**src/rtl/issue_check_n.sv**
```systemverilog
// In-order multi-slot issue stage: a circular instruction queue presents up to ISSUE_W
// of its oldest entries each cycle and issues them up to the first intra-group hazard.
module issue_check_n #(
   parameter int ISSUE_W   = 2,
   parameter int QDEPTH    = 8,
   parameter int PC_W      = 13,
   parameter int CHECK_WAW = 1
) (
   input  logic                       CLK,
   input  logic                       RST,
   input  logic                       in_valid,
   output logic                       in_ready,
   input  logic [32*ISSUE_W-1:0]      in_inst,
   input  logic [PC_W*ISSUE_W-1:0]    in_pc,
   output logic [32*ISSUE_W-1:0]      out_inst,
   output logic [PC_W*ISSUE_W-1:0]    out_pc,
   output logic [ISSUE_W-1:0]         out_valid,
   output logic [ISSUE_W-1:0]         branch_slotD,
   input  logic                       stall,
   input  logic                       flush,
   output logic [$clog2(QDEPTH):0]    count
);

   localparam int PTR_W = $clog2(QDEPTH);
   localparam int CNT_W = PTR_W + 1;

   localparam logic [6:0] OP_LOAD  = 7'b0000011;
   localparam logic [6:0] OP_STORE = 7'b0100011;
   localparam logic [6:0] OP_IMM   = 7'b0010011;
   localparam logic [6:0] OP_OP    = 7'b0110011;
   localparam logic [6:0] OP_LUI   = 7'b0110111;
   localparam logic [6:0] OP_AUIPC = 7'b0010111;
   localparam logic [6:0] OP_JAL   = 7'b1101111;
   localparam logic [6:0] OP_JALR  = 7'b1100111;
   localparam logic [6:0] OP_BR    = 7'b1100011;

   function automatic logic writes_rd(input logic [6:0] op);
      return (op == OP_LOAD) || (op == OP_IMM) || (op == OP_OP) || (op == OP_LUI) ||
             (op == OP_AUIPC) || (op == OP_JAL) || (op == OP_JALR);
   endfunction

   function automatic logic uses_rs1(input logic [6:0] op);
      return (op == OP_LOAD) || (op == OP_STORE) || (op == OP_IMM) || (op == OP_OP) ||
             (op == OP_BR) || (op == OP_JALR);
   endfunction

   function automatic logic uses_rs2(input logic [6:0] op);
      return (op == OP_STORE) || (op == OP_OP) || (op == OP_BR);
   endfunction

   // Anything that is not a plain ALU/memory/upper-immediate op serialises the group,
   // which covers branches, jumps, SYSTEM, FENCE and every undefined encoding.
   function automatic logic is_ctrl(input logic [6:0] op);
      return !((op == OP_LOAD) || (op == OP_STORE) || (op == OP_IMM) || (op == OP_OP) ||
               (op == OP_LUI) || (op == OP_AUIPC));
   endfunction

   function automatic logic hazard(input logic [31:0] older, input logic [31:0] younger);
      logic [4:0] rd;
      logic       raw;
      logic       waw;
      logic       mem;
      rd  = older[11:7];
      raw = writes_rd(older[6:0]) && (rd != 5'd0) &&
            ((uses_rs1(younger[6:0]) && (younger[19:15] == rd)) ||
             (uses_rs2(younger[6:0]) && (younger[24:20] == rd)));
      waw = (CHECK_WAW != 0) && writes_rd(older[6:0]) && writes_rd(younger[6:0]) &&
            (rd != 5'd0) && (younger[11:7] == rd);
      mem = (older[6:0] == OP_STORE) &&
            ((younger[6:0] == OP_STORE) || (younger[6:0] == OP_LOAD));
      if ((older == 32'd0) || (younger == 32'd0)) begin
         return 1'b0;
      end
      return raw || waw || mem || is_ctrl(older[6:0]);
   endfunction

   logic [31:0]      inst_q [QDEPTH];
   logic [PC_W-1:0]  pc_q   [QDEPTH];
   logic [PTR_W-1:0] rd_ptr;
   logic [PTR_W-1:0] wr_ptr;

   logic [31:0]      head_inst [ISSUE_W];
   logic [PC_W-1:0]  head_pc   [ISSUE_W];
   logic [PTR_W-1:0] enq_off   [ISSUE_W];
   logic [CNT_W-1:0] avail;
   logic [CNT_W-1:0] issue_k;
   logic [CNT_W-1:0] enq_n;
   logic [ISSUE_W-1:0] issue_ctrl;
   logic             accept;

   always_comb begin
      avail = (count < CNT_W'(ISSUE_W)) ? count : CNT_W'(ISSUE_W);
      for (int j = 0; j < ISSUE_W; j++) begin
         head_inst[j] = inst_q[rd_ptr + PTR_W'(j)];
         head_pc[j]   = pc_q[rd_ptr + PTR_W'(j)];
      end
      // Scan youngest to oldest so the lowest hazarding slot is the one that sticks.
      issue_k = avail;
      for (int j = ISSUE_W - 1; j >= 1; j--) begin
         for (int i = 0; i < j; i++) begin
            if ((CNT_W'(j) < avail) && hazard(head_inst[i], head_inst[j])) begin
               issue_k = CNT_W'(j);
            end
         end
      end
   end

   always_comb begin
      out_inst   = '0;
      out_pc     = '0;
      out_valid  = '0;
      issue_ctrl = '0;
      for (int j = 0; j < ISSUE_W; j++) begin
         if (CNT_W'(j) < issue_k) begin
            out_valid[j]              = 1'b1;
            out_inst[32*j +: 32]      = head_inst[j];
            out_pc[PC_W*j +: PC_W]    = head_pc[j];
            issue_ctrl[j]             = is_ctrl(head_inst[j][6:0]) && (head_inst[j] != 32'd0);
         end
      end
   end

   always_comb begin
      enq_n = '0;
      for (int j = 0; j < ISSUE_W; j++) begin
         enq_off[j] = PTR_W'(enq_n);
         if (in_inst[32*j +: 32] != 32'd0) begin
            enq_n = enq_n + CNT_W'(1);
         end
      end
   end

   assign in_ready = ((CNT_W'(QDEPTH) - count) >= enq_n) && !flush;
   assign accept   = in_valid && in_ready;

   // Bubbles are squeezed out here, so every stored entry is a real instruction.
   always_ff @(posedge CLK) begin
      if (accept) begin
         for (int j = 0; j < ISSUE_W; j++) begin
            if (in_inst[32*j +: 32] != 32'd0) begin
               inst_q[wr_ptr + enq_off[j]] <= in_inst[32*j +: 32];
               pc_q[wr_ptr + enq_off[j]]   <= in_pc[PC_W*j +: PC_W];
            end
         end
      end
   end

   always_ff @(posedge CLK or posedge RST) begin
      if (RST) begin
         rd_ptr       <= '0;
         wr_ptr       <= '0;
         count        <= '0;
         branch_slotD <= '0;
      end else if (flush) begin
         rd_ptr       <= '0;
         wr_ptr       <= '0;
         count        <= '0;
         branch_slotD <= '0;
      end else begin
         if (accept) begin
            wr_ptr <= wr_ptr + PTR_W'(enq_n);
         end
         if (!stall) begin
            rd_ptr       <= rd_ptr + PTR_W'(issue_k);
            branch_slotD <= issue_ctrl;
         end
         count <= count - (stall ? CNT_W'(0) : issue_k) + (accept ? enq_n : CNT_W'(0));
      end
   end

endmodule

```
**config.mk**
```make
export PLATFORM = sky130hd
export DESIGN_NAME = issue_check_n
export DESIGN_NICKNAME = d
export VERILOG_FILES = /design/src/rtl/issue_check_n.sv
export SDC_FILE = /design/constraint.sdc
export NUM_CORES = 1
export LEC_CHECK = 0
export ABC_CLOCK_PERIOD_IN_PS = 8880
export CAP_MARGIN = 20
export CORE_MARGIN = 2
export CORE_UTILIZATION = 50
export CTS_CLUSTER_SIZE = 20
export DETAILED_ROUTE_END_ITERATION = 10
export PLACE_DENSITY = 0.82
export SYNTH_ARGS = -nofsm -noshare
export SYNTH_HDL_FRONTEND = slang
export SYNTH_SLANG_ARGS = --single-unit
```
**constraint.sdc**
```tcl
create_clock -name CLK -period 8.88 [get_ports CLK]
set_input_delay 0.888 -clock CLK [delete_from_list [all_inputs] [get_ports CLK]]
set_output_delay 0.888 -clock CLK [all_outputs]
set_load 0.05 [all_outputs]
```
==> results.ini <==
[run_status]
status=completed

[yosys]
synth_top_area_share_pct=45.9
synth_top_family_by_area=multiplexers
synth_cells=1570
synth_area_leaders=edfxtp_1 (46%), mux4_2 (18%), mux2_2 (17%)
async_flop_share_pct=3.23
synth-edff-count=360
yosys_warnings=0
yosysUniqueCellTypes=57
syn_area_mm2=0.0235
synth-xor-area-share_pct=1.56
syn_avg_cell_area_um2=15.0
synth_nets=1683
synth_compound_area_share_pct=2.29
yosys.area.top_type=edfxtp_1
yosys.area_share.simple_pct=5.67
ys_seq_area_share_pct=47.2
ys_ff_latch=372
synthFlopType=edfxtp_1
synth_adder_area_share_pct=1.08
synthMuxAreaShare_pct=39.3

[global_routing]
grt.total_usage_pct=29.4
grt.overflow.total=0
grt_max_degree=138
grt_pass1_vias=17000
grt_pass1_wl_um=108000
antenna_found_initial=5

[die]
die_h_um=221
core_area_mm2=0.0466
row_count=79
ios=194
die_w_um=221
die_area_mm2=0.0488
start_util_pct=50.6

[clock_tree]
numCtsBuffers=41
cts_tree=done
clkTransAtPathRegs_ns=0.06
cts_buffer_depth=3
postCtsResizedCells=0
postCtsSetupRepairBufs=0
clk_latency_ns=0.58
htreeDepth=2
cts_sinks=372
cts-root-buf=clkbuf_16
hold_buffers=0

[pwr]
seq_power_share_pct=24.6
pwr-share-clk_pct=19.1
ir_worst_vdd_v=0.000386
p_sw_share_pct=44.5
p_int_mw=5.31
power_leakage_nw=8.63
power_mw=9.58
switchingPower_mw=4.27
p_comb_share_pct=56.3
p_per_area_mw_per_mm2=349

[routing]
postRouteAntennaNets=0
drt-initial-drc-count=2139
avgViaCountPerCell=6.92
wirelength_um=72800
dr.pass1.iters=6
post_drt_wl_per_cell_um=30.8
drc=0
vias=16300

[final_layout]
final_core_util_pct=58.9
final_cell_area_mm2=0.0274
nets=1833
drive_gt1_share_pct=39.3
fillers=3527
fin_cells=2360
multi_input_area_mm2=0.0119
diodes=0
regArea_mm2=0.0111
area_growth_pct=16.5

[critical_path]
path_buf_inv=2
cpLargestDelayFamily=simple AND/OR/NAND/NOR gates
r2r_slack_ns=1.82
slowest_delay_ns=0.91
path_class=flip-flop to output port
endpoint_kind=output port
crit_chain=ha_4 -> buf_4 -> mux4_2 -> nor4_1 -> nand4_1 -> nor3_1 -> a41oi_1 -> o41ai_2 -> nand3b_1 -> nand3_2 -> a21oi_1 -> clkdlybuf4s50_1
crit_arrival_ns=7.24
start_kind=flip-flop
crit_fanout=42
required_ns=7.99
crit_path_top_delay_cell=clkdlybuf4s50_1

[timing]
timing.final.crit_period_ns=8.13
holdWs_ns=0.624
tns_ns=0
worstMarginPinSlew_ns=0.989
grt_setup_unrepaired=no
finalHoldViolations=0
fmax_mhz=123
fin_crit_sh_pct=91.5
setup_ws_ns=0.755
setup_viol=0
skew_ns=0.0190
slew-limit-headroom_pct=34.1
slew_viol_final=0

[run]
max_cap_viol_count=0

[place]
place_ws_ns=1.53
portBuffers=193
gp_congestion=0.971
place_inst=2283
placement.cell_area_mm2=0.0260
dp_hpwl_um=46100

[hold_path]
holdCritPathClass=flip-flop to flip-flop

==> synthesized netlist by cell type, drive strengths merged (2+ instances only) <==
master / instances
buf: 80
ha: 14
and3: 10
nand2b: 11
nand4: 8
nor4: 38
mux2: 360
nand3: 8
o21ai: 10
o31ai: 3
nor2b: 4
dfrtp: 12
nand3b: 3
mux2i: 99
inv: 13
o21bai: 5
a21oi: 44
nand2: 92
and2: 3
a31oi: 2
a21o: 2
nor3: 17
o22ai: 5
xor2: 22
fa: 4
xnor2: 20
mux4: 187
edfxtp: 360
clkbuf: 36
or2: 2
o22a: 2
nor2: 77
nor3b: 2
==> tightest hold or removal path, stage by stage (launching register included) <==
cell and delay [ns]:
dfrtp_1 0.42, nand2b_1 0.08, o21ai_0 0.07
==> final timing paths <==
kind | from | end | cells past startpoint
min in group asynchronous | RST | count[1] | 2
hold reg to reg | wr_ptr[0] | wr_ptr[0] | 2
max in group asynchronous | RST | rd_ptr[0] | 2
setup / recovery | rd_ptr[1] | out_inst[62] | 12
setup reg to reg | rd_ptr[1] | count[3] | 18
hold / removal | wr_ptr[0] | wr_ptr[0] | 2
==> power by group through the flow <==
stage	logic [mW]	registers [mW]	clock network [mW]
2_1_floorplan	3.82	2.31	0
3_3_place_gp	5.28	2.37	0
3_5_place_dp	5.31	2.39	0
4_1_cts	5.35	2.35	1.83
5_1_grt	5.63	2.38	1.90
6_report	5.39	2.36	1.83
==> state kept, by name, summed over array words and instances, names as in the netlist <==
signal / count
pc_q: 104
branch_slotD: 2
wr_ptr: 3
count: 4
rd_ptr: 3
inst_q: 256
==> kinds of logic after synthesis <==
kind of cell             count (synthesis)
buffers and inverters                  129
XOR/XNOR                                42
adder cells (fa/ha/maj)                 18
other                                    1
flip-flops                             372
multiplexers                           646
AO/OA/AOI/OAI                           83
AND/OR/NAND/NOR                        279
==> per-layer routing <==
| layer | vias up | GRT usage (%) | wire length (um) |
|---|---|---|---|
| met5 | - | 0 | 54 |
| met4 | 8 | 14.8 | 3880 |
| met3 | 252 | 8.15 | 8250 |
| met2 | 1172 | 46.5 | 34300 |
| met1 | 8261 | 37.5 | 26300 |
| li1 | 6636 | - | - |
==> area by class of cell <==
type | instances | area share [%]
well taps | 607 | 2.77
clock inverters | 29 | 1.18
multi-input cells | 1069 | 43.4
flip-flops and latches | 372 | 40.5
inverters | 13 | 0.178
repair buffers | 223 | 7.98
clock buffers | 47 | 3.98
==> layout by cell type (no fill, tap or decap), types with 21 or more instances in the layout <==
cell	count
nor4_1	38
clkdlybuf4s50_1	193
xor2_1	21
clkbuf_16	43
edfxtp_1	360
nor2_1	68
a21oi_1	34
nand2_1	90
mux2i_1	99
buf_4	28
mux4_2	187
mux2_2	360
No activity file was read; power rests on OpenSTA's default activity.
